$ cat config.mk
export PLATFORM = sky130hd
export DESIGN_NAME = i8080_host_tx_flat
export DESIGN_NICKNAME = d
export VERILOG_FILES = /design/src/rtl/i8080_host_tx_if.sv /design/src/rtl/i8080_host_tx.sv /design/src/flat_wrapper.sv
export SDC_FILE = /design/constraint.sdc
export NUM_CORES = 1
export LEC_CHECK = 0
export BUFFER_PORTS_ARGS = -buffer_cell sky130_fd_sc_hd__clkbuf_2
export CAP_MARGIN = 10
export CORE_UTILIZATION = 45
export DETAILED_ROUTE_END_ITERATION = 8
export PLACE_DENSITY = 0.77
export SYNTH_ARGS = -nofsm -noshare
export SYNTH_HDL_FRONTEND = slang
export SYNTH_SLANG_ARGS = --single-unit
$ cat constraint.sdc
create_clock -name J80_CLK -period 2.74 [get_ports J80_CLK]
set_clock_uncertainty 0.2 [all_clocks]
set_input_delay 0.411 -clock J80_CLK [delete_from_list [all_inputs] [get_ports J80_CLK]]
set_output_delay 0.411 -clock J80_CLK [all_outputs]
set_load 0.01 [all_outputs]
$ cat src/rtl/i8080_host_tx_if.sv
// i8080 host transmitter bundle: command port, pixel stream,
// frame control, slave line window and the registered 8080 bus.
interface i8080_host_tx_if;
    logic       cmd_valid;
    logic [7:0] cmd_data;
    logic       cmd_ready;
    logic       frame_start;
    logic       abort;
    logic       pix_valid;
    logic [7:0] pix_data;
    logic       pix_last;
    logic       pix_ready;
    logic       J80_Re;
    logic       J80_RS;
    logic       J80_We;
    logic [7:0] J80_Data;
    logic       busy;
    logic       frame_done;
    logic       err;

    modport master (
        input  cmd_valid, cmd_data, frame_start, abort,
        input  pix_valid, pix_data, pix_last, J80_Re,
        output cmd_ready, pix_ready, J80_RS, J80_We, J80_Data,
        output busy, frame_done, err
    );

    modport slave (
        output cmd_valid, cmd_data, frame_start, abort,
        output pix_valid, pix_data, pix_last, J80_Re,
        input  cmd_ready, pix_ready, J80_RS, J80_We, J80_Data,
        input  busy, frame_done, err
    );
endinterface

$ cat src/rtl/i8080_host_tx.sv
// Host-side i8080 transmitter: register writes, framed pixel lines
// paced by the slave J80_Re window, automatic Frame Start/End writes.
module i8080_host_tx #(
    parameter int         BYTES_PER_LINE = 1600,
    parameter int         LINES          = 480,
    parameter logic [7:0] FSTART_CODE    = 8'h41,
    parameter logic [7:0] FEND_CODE      = 8'h40
) (
    input  logic           J80_CLK,
    input  logic           nRST,
    i8080_host_tx_if.master bus
);
    localparam int BW = (BYTES_PER_LINE > 1) ? $clog2(BYTES_PER_LINE) : 1;
    localparam int LW = (LINES > 1) ? $clog2(LINES) : 1;
    localparam logic [BW-1:0] BYTE_MAX = BW'(BYTES_PER_LINE - 1);
    localparam logic [LW-1:0] LINE_MAX = LW'(LINES - 1);

    typedef enum logic [2:0] {
        IDLE, FSTART, WAIT_HI, LINE, WAIT_LO, FEND
    } state_t;

    state_t        state, state_n;
    logic [BW-1:0] byte_cnt, byte_cnt_n;
    logic [LW-1:0] line_cnt, line_cnt_n;
    logic          rdy_en;
    logic          fend_q;
    logic          wr_en;
    logic          wr_rs;
    logic [7:0]    wr_data;
    logic          pix_hs;
    logic          final_byte;

    assign final_byte = (byte_cnt == BYTE_MAX) && (line_cnt == LINE_MAX);
    assign pix_hs     = bus.pix_valid & bus.pix_ready;
    assign bus.busy   = (state != IDLE);

    always_comb begin
        state_n       = state;
        byte_cnt_n    = byte_cnt;
        line_cnt_n    = line_cnt;
        bus.cmd_ready = 1'b0;
        bus.pix_ready = 1'b0;
        wr_en         = 1'b0;
        wr_rs         = 1'b1;
        wr_data       = 8'h00;
        unique case (state)
            IDLE: begin
                if (bus.frame_start) state_n = FSTART;
                else bus.cmd_ready = rdy_en;
            end
            FSTART: begin
                wr_en      = 1'b1;
                wr_data    = FSTART_CODE;
                byte_cnt_n = '0;
                line_cnt_n = '0;
                state_n    = bus.abort ? FEND : WAIT_HI;
            end
            WAIT_HI: begin
                bus.cmd_ready = ~bus.J80_Re;
                if (bus.abort) state_n = FEND;
                else if (bus.J80_Re) state_n = LINE;
            end
            LINE: begin
                bus.pix_ready = bus.J80_Re & ~bus.abort;
                if (bus.abort) begin
                    state_n = FEND;
                end else if (pix_hs) begin
                    wr_en   = 1'b1;
                    wr_rs   = 1'b0;
                    wr_data = bus.pix_data;
                    if (byte_cnt == BYTE_MAX) begin
                        byte_cnt_n = '0;
                        if (line_cnt == LINE_MAX) begin
                            line_cnt_n = '0;
                            state_n    = FEND;
                        end else begin
                            line_cnt_n = line_cnt + LW'(1);
                            state_n    = WAIT_LO;
                        end
                    end else begin
                        byte_cnt_n = byte_cnt + BW'(1);
                    end
                end
            end
            // a window that just carried a line must close before the next
            WAIT_LO: begin
                bus.cmd_ready = 1'b1;
                if (bus.abort) state_n = FEND;
                else if (!bus.J80_Re) state_n = WAIT_HI;
            end
            FEND: begin
                wr_en   = 1'b1;
                wr_data = FEND_CODE;
                state_n = IDLE;
            end
            default: state_n = IDLE;
        endcase
        if (bus.cmd_valid & bus.cmd_ready) begin
            wr_en   = 1'b1;
            wr_rs   = 1'b1;
            wr_data = bus.cmd_data;
        end
    end

    always_ff @(posedge J80_CLK or negedge nRST) begin
        if (!nRST) begin
            state          <= IDLE;
            byte_cnt       <= '0;
            line_cnt       <= '0;
            rdy_en         <= 1'b0;
            fend_q         <= 1'b0;
            bus.frame_done <= 1'b0;
            bus.err        <= 1'b0;
            bus.J80_RS     <= 1'b0;
            bus.J80_We     <= 1'b0;
            bus.J80_Data   <= 8'h00;
        end else begin
            state          <= state_n;
            byte_cnt       <= byte_cnt_n;
            line_cnt       <= line_cnt_n;
            rdy_en         <= 1'b1;
            fend_q         <= (state == FEND);
            bus.frame_done <= fend_q;
            bus.J80_We     <= wr_en;
            bus.J80_Data   <= wr_en ? wr_data : 8'h00;
            if (wr_en) bus.J80_RS <= wr_rs;
            if ((state == IDLE) && bus.frame_start) bus.err <= 1'b0;
            else if (pix_hs && (bus.pix_last != final_byte)) bus.err <= 1'b1;
        end
    end
endmodule

$ cat src/flat_wrapper.sv
// flat-port wrapper written by rule: the top's interface ports become plain ports
module i8080_host_tx_flat 
#(
    parameter int         BYTES_PER_LINE = 1600,
    parameter int         LINES          = 480,
    parameter logic [7:0] FSTART_CODE    = 8'h41,
    parameter logic [7:0] FEND_CODE      = 8'h40
)
  (J80_CLK, nRST, bus_cmd_valid, bus_cmd_data, bus_frame_start, bus_abort, bus_pix_valid, bus_pix_data, bus_pix_last, bus_J80_Re, bus_cmd_ready, bus_pix_ready, bus_J80_RS, bus_J80_We, bus_J80_Data, bus_busy, bus_frame_done, bus_err);
  i8080_host_tx_if bus_i ();
  input  logic J80_CLK;
  input  logic nRST;
  input wire logic [$bits(bus_i.cmd_valid)-1:0] bus_cmd_valid;
  input wire logic [$bits(bus_i.cmd_data)-1:0] bus_cmd_data;
  input wire logic [$bits(bus_i.frame_start)-1:0] bus_frame_start;
  input wire logic [$bits(bus_i.abort)-1:0] bus_abort;
  input wire logic [$bits(bus_i.pix_valid)-1:0] bus_pix_valid;
  input wire logic [$bits(bus_i.pix_data)-1:0] bus_pix_data;
  input wire logic [$bits(bus_i.pix_last)-1:0] bus_pix_last;
  input wire logic [$bits(bus_i.J80_Re)-1:0] bus_J80_Re;
  output wire logic [$bits(bus_i.cmd_ready)-1:0] bus_cmd_ready;
  output wire logic [$bits(bus_i.pix_ready)-1:0] bus_pix_ready;
  output wire logic [$bits(bus_i.J80_RS)-1:0] bus_J80_RS;
  output wire logic [$bits(bus_i.J80_We)-1:0] bus_J80_We;
  output wire logic [$bits(bus_i.J80_Data)-1:0] bus_J80_Data;
  output wire logic [$bits(bus_i.busy)-1:0] bus_busy;
  output wire logic [$bits(bus_i.frame_done)-1:0] bus_frame_done;
  output wire logic [$bits(bus_i.err)-1:0] bus_err;
  assign bus_i.cmd_valid = bus_cmd_valid;
  assign bus_i.cmd_data = bus_cmd_data;
  assign bus_i.frame_start = bus_frame_start;
  assign bus_i.abort = bus_abort;
  assign bus_i.pix_valid = bus_pix_valid;
  assign bus_i.pix_data = bus_pix_data;
  assign bus_i.pix_last = bus_pix_last;
  assign bus_i.J80_Re = bus_J80_Re;
  assign bus_cmd_ready = bus_i.cmd_ready;
  assign bus_pix_ready = bus_i.pix_ready;
  assign bus_J80_RS = bus_i.J80_RS;
  assign bus_J80_We = bus_i.J80_We;
  assign bus_J80_Data = bus_i.J80_Data;
  assign bus_busy = bus_i.busy;
  assign bus_frame_done = bus_i.frame_done;
  assign bus_err = bus_i.err;
  i8080_host_tx #(.BYTES_PER_LINE(BYTES_PER_LINE), .LINES(LINES), .FSTART_CODE(FSTART_CODE), .FEND_CODE(FEND_CODE)) u_core (.J80_CLK(J80_CLK), .nRST(nRST), .bus(bus_i));
endmodule
==> metrics <==
post_cts resized 0; main flop type after synthesis dfrtp_1; final WL between 4000 and 5000 um; initial antenna violation count 0; Setup Fix Bufs, Post-CTS 0; worst slew pin tran 0.920 ns; full die area 4680 um^2; worst hold path class input port to asynchronous set/reset pin; largest family of logic cells by synthesized area compound AO/OA/AOI/OAI gates; setup TNS 0 ns; Buffers on Ports 38; CP max-delay cell dfrtp_1; Syn Area/Cell 10.0 um^2; ratio of cells with drive above 1 in the final layout 0.242; Die Y between 60 and 70 um; DP Worst Slack about 0.40 ns; Bufs on Longest Clock Path 2; Slew headroom 0.387; Post-Layout Cell Count 286; status finished, final reports clean; largest cells by area after synthesis dfrtp_1 47%, a22o_1 3.5%, o21ai_0 3.0%; Tmin final between 2 and 2.5 ns; PD cells 700 nW/um^2; Synth cell types 53; Lkg Pwr 1.03 nW; cells after synthesis slightly below 200; Post-Synth Adder-Cell Area 0.0126; Final setup viols 0; DR WL/cell 15.2 um; first-pass GRT wire length 6740 um; EDFF count, synth 0; Via-to-Cell Ratio approximately 6; CP delay by family, top flip-flops; Final Cycle Share 0.877; antenna cells 0; worst-path cell chain nand3b_1 > buf_4 > nor3_1 > clkbuf_2; CP Launch Type register; Synth Area in Simple Gates 0.204; Via Count 1699; post-synth top area cell dfrtp_1; Fin. Hold Viols 0; clk_lat worst skew 0.28 ns; placeable core region 4120 um^2; register area share after synthesis 0.467; Synth Cell Area 1980 um^2; fmax 416 MHz; WS Path Type register to output port; Area growth, synth to finish 14.9%; cts bufs inserted 5; Clock Root Buffer clkbuf_8; Setup WS post-layout 0.338 ns; Worst Path Required about 2.1 ns; ys async rst share 1.00; Final ANT Viol Nets 0; Reg2Reg Depth 5; TritonCTS Sinks 37; Seq cells post-synth 37; largest net degree at the start of global routing 38; RSZ-0062 raised after global routing no; Chip Width slightly below 70 um; clock transition at the registers of the reported paths 0.07 ns; Max Cap Viol 0; nets between 200 and 300; Synth Area in XOR/XNOR 0.0177; GRT Total Usage 0.195; Synth Warn # 0; DP HPWL 3020 um; RD Place Congestion 0.813; biggest cell delay along the critical path 0.65 ns; number of global-route vias before repair 1410; Hold-fix buffers, CTS 0; CTS tree done; maximum VDD drop ~0.0004 V; DRC 0; Initial Util 0.482; Slew Viols, Final 0; CP Depth 4; post-synthesis mux area share 0.0107; DRT iter0 DRCs 134; H-tree levels 2; Syn Nets 224; # IOs 39; largest fanout on the critical path 17; top-area cell type share of the netlist area 0.467; grt ovf 0; CP endpoint kind output port; final core occ 0.554; Crit path arrival time 1.79 ns; Placed Cells 278; # rows 23; Synth Area in Compound Gates 0.235; worst path bufs/invs 2; First-pass DRT Iterations 4
==> cell families after synthesis <==
family / count (synthesis)
other cells: 1
simple gates: 68
fa+ha+maj: 2
xor+xnor: 4
compound gates: 63
buf+inv: 21
flops: 37
mux: 2
==> power by group <==
part           switching, W  internal, W  total (W)  leakage, nW
logic              0.000304     0.000201   0.000505        0.492
registers          0.000104     0.000626   0.000730        0.497
clock network      0.000184     0.000176   0.000360       0.0450
==> per-layer routing <==
layer / global-route usage / vias to the layer above / part of all wire
met1: 0.283 / 820 / 0.46
li1: - / 822 / -
met3: 0.0450 / 6 / 0.053
met2: 0.287 / 51 / 0.48
met4: 0.0573 / 0 / 0.0094
met5: 0 / - / 0
==> final cells by class <==
| cell class | instances | area (um^2) |
|---|---|---|
| Clock buffer | 6 | 72.6 |
| Clock inverter | 2 | 10.0 |
| Fill cell | 373 | 1840 |
| Inverter | 10 | 37.5 |
| Multi-Input combinational cell | 140 | 957 |
| Sequential cell | 37 | 926 |
| Tap cell | 50 | 62.6 |
| Timing Repair Buffer | 41 | 213 |
==> flip-flops by register name, summed over array words and instances (netlist names) <==
register,count
u_core.bus.J80_Data,8
u_core.line_cnt,9
u_core.state,3
u_core.bus.err,1
u_core.rdy_en,1
u_core.bus.J80_We,1
u_core.fend_q,1
u_core.bus.J80_RS,1
u_core.bus.frame_done,1
u_core.byte_cnt,11
==> through the flow <==
step           cell area (um^2)  hold WS [ns]  total power, W
2_1_floorplan              1980       -0.0846         0.00109
3_3_place_gp               2200         0.138         0.00123
3_5_place_dp               2200         0.140         0.00124
4_1_cts                    2280        0.0796         0.00160
5_1_grt                    2280         0.124         0.00172
6_report                   2280        0.0489         0.00160
==> Yosys cell counts, drive strengths merged, types with 2 or more instances <==
master	count
a22o	8
nor2b	2
nand2	11
or4	3
inv	10
nand3	10
and2	2
xnor2	4
nor3	5
dfrtp	37
a2111oi	4
buf	7
o31ai	5
a211oi	5
ha	2
a31o	2
nand3b	2
clkbuf	4
nor2	12
nand4	5
a211o	3
a21o	2
nand4b	2
and4	4
a21oi	11
o21ai	12
nand2b	4
==> path summary, 6_finish.rpt <==
path	start	slack, ns	to
setup / recovery	u_core.state[1]$_DFFE_PN0P_	0.34	bus_pix_ready
hold / removal	nRST	0.05	u_core.bus.J80_Data[4]$_DFF_PN0_
setup reg to reg	u_core.byte_cnt[0]$_DFFE_PN0P_	0.40	u_core.line_cnt[8]$_DFFE_PN0P_
hold reg to reg	u_core.fend_q$_DFF_PN0_	0.16	u_core.bus.frame_done$_DFF_PN0_
max in group asynchronous	nRST	1.72	u_core.byte_cnt[6]$_DFFE_PN0P_
min in group J80_CLK	bus_cmd_data[7]	0.14	u_core.bus.J80_Data[7]$_DFF_PN0_
==> cells in the final DEF, fill, tap and decap left out, types with 8 or more instances in the layout <==
cell type and n:
o21ai_0 12, a22o_1 8, a21oi_1 10, inv_1 10, clkbuf_2 38, dfrtp_1 37, nand2_1 11, nand3_1 9
nor2_1 11
Power figures use the tool's default switching activity.
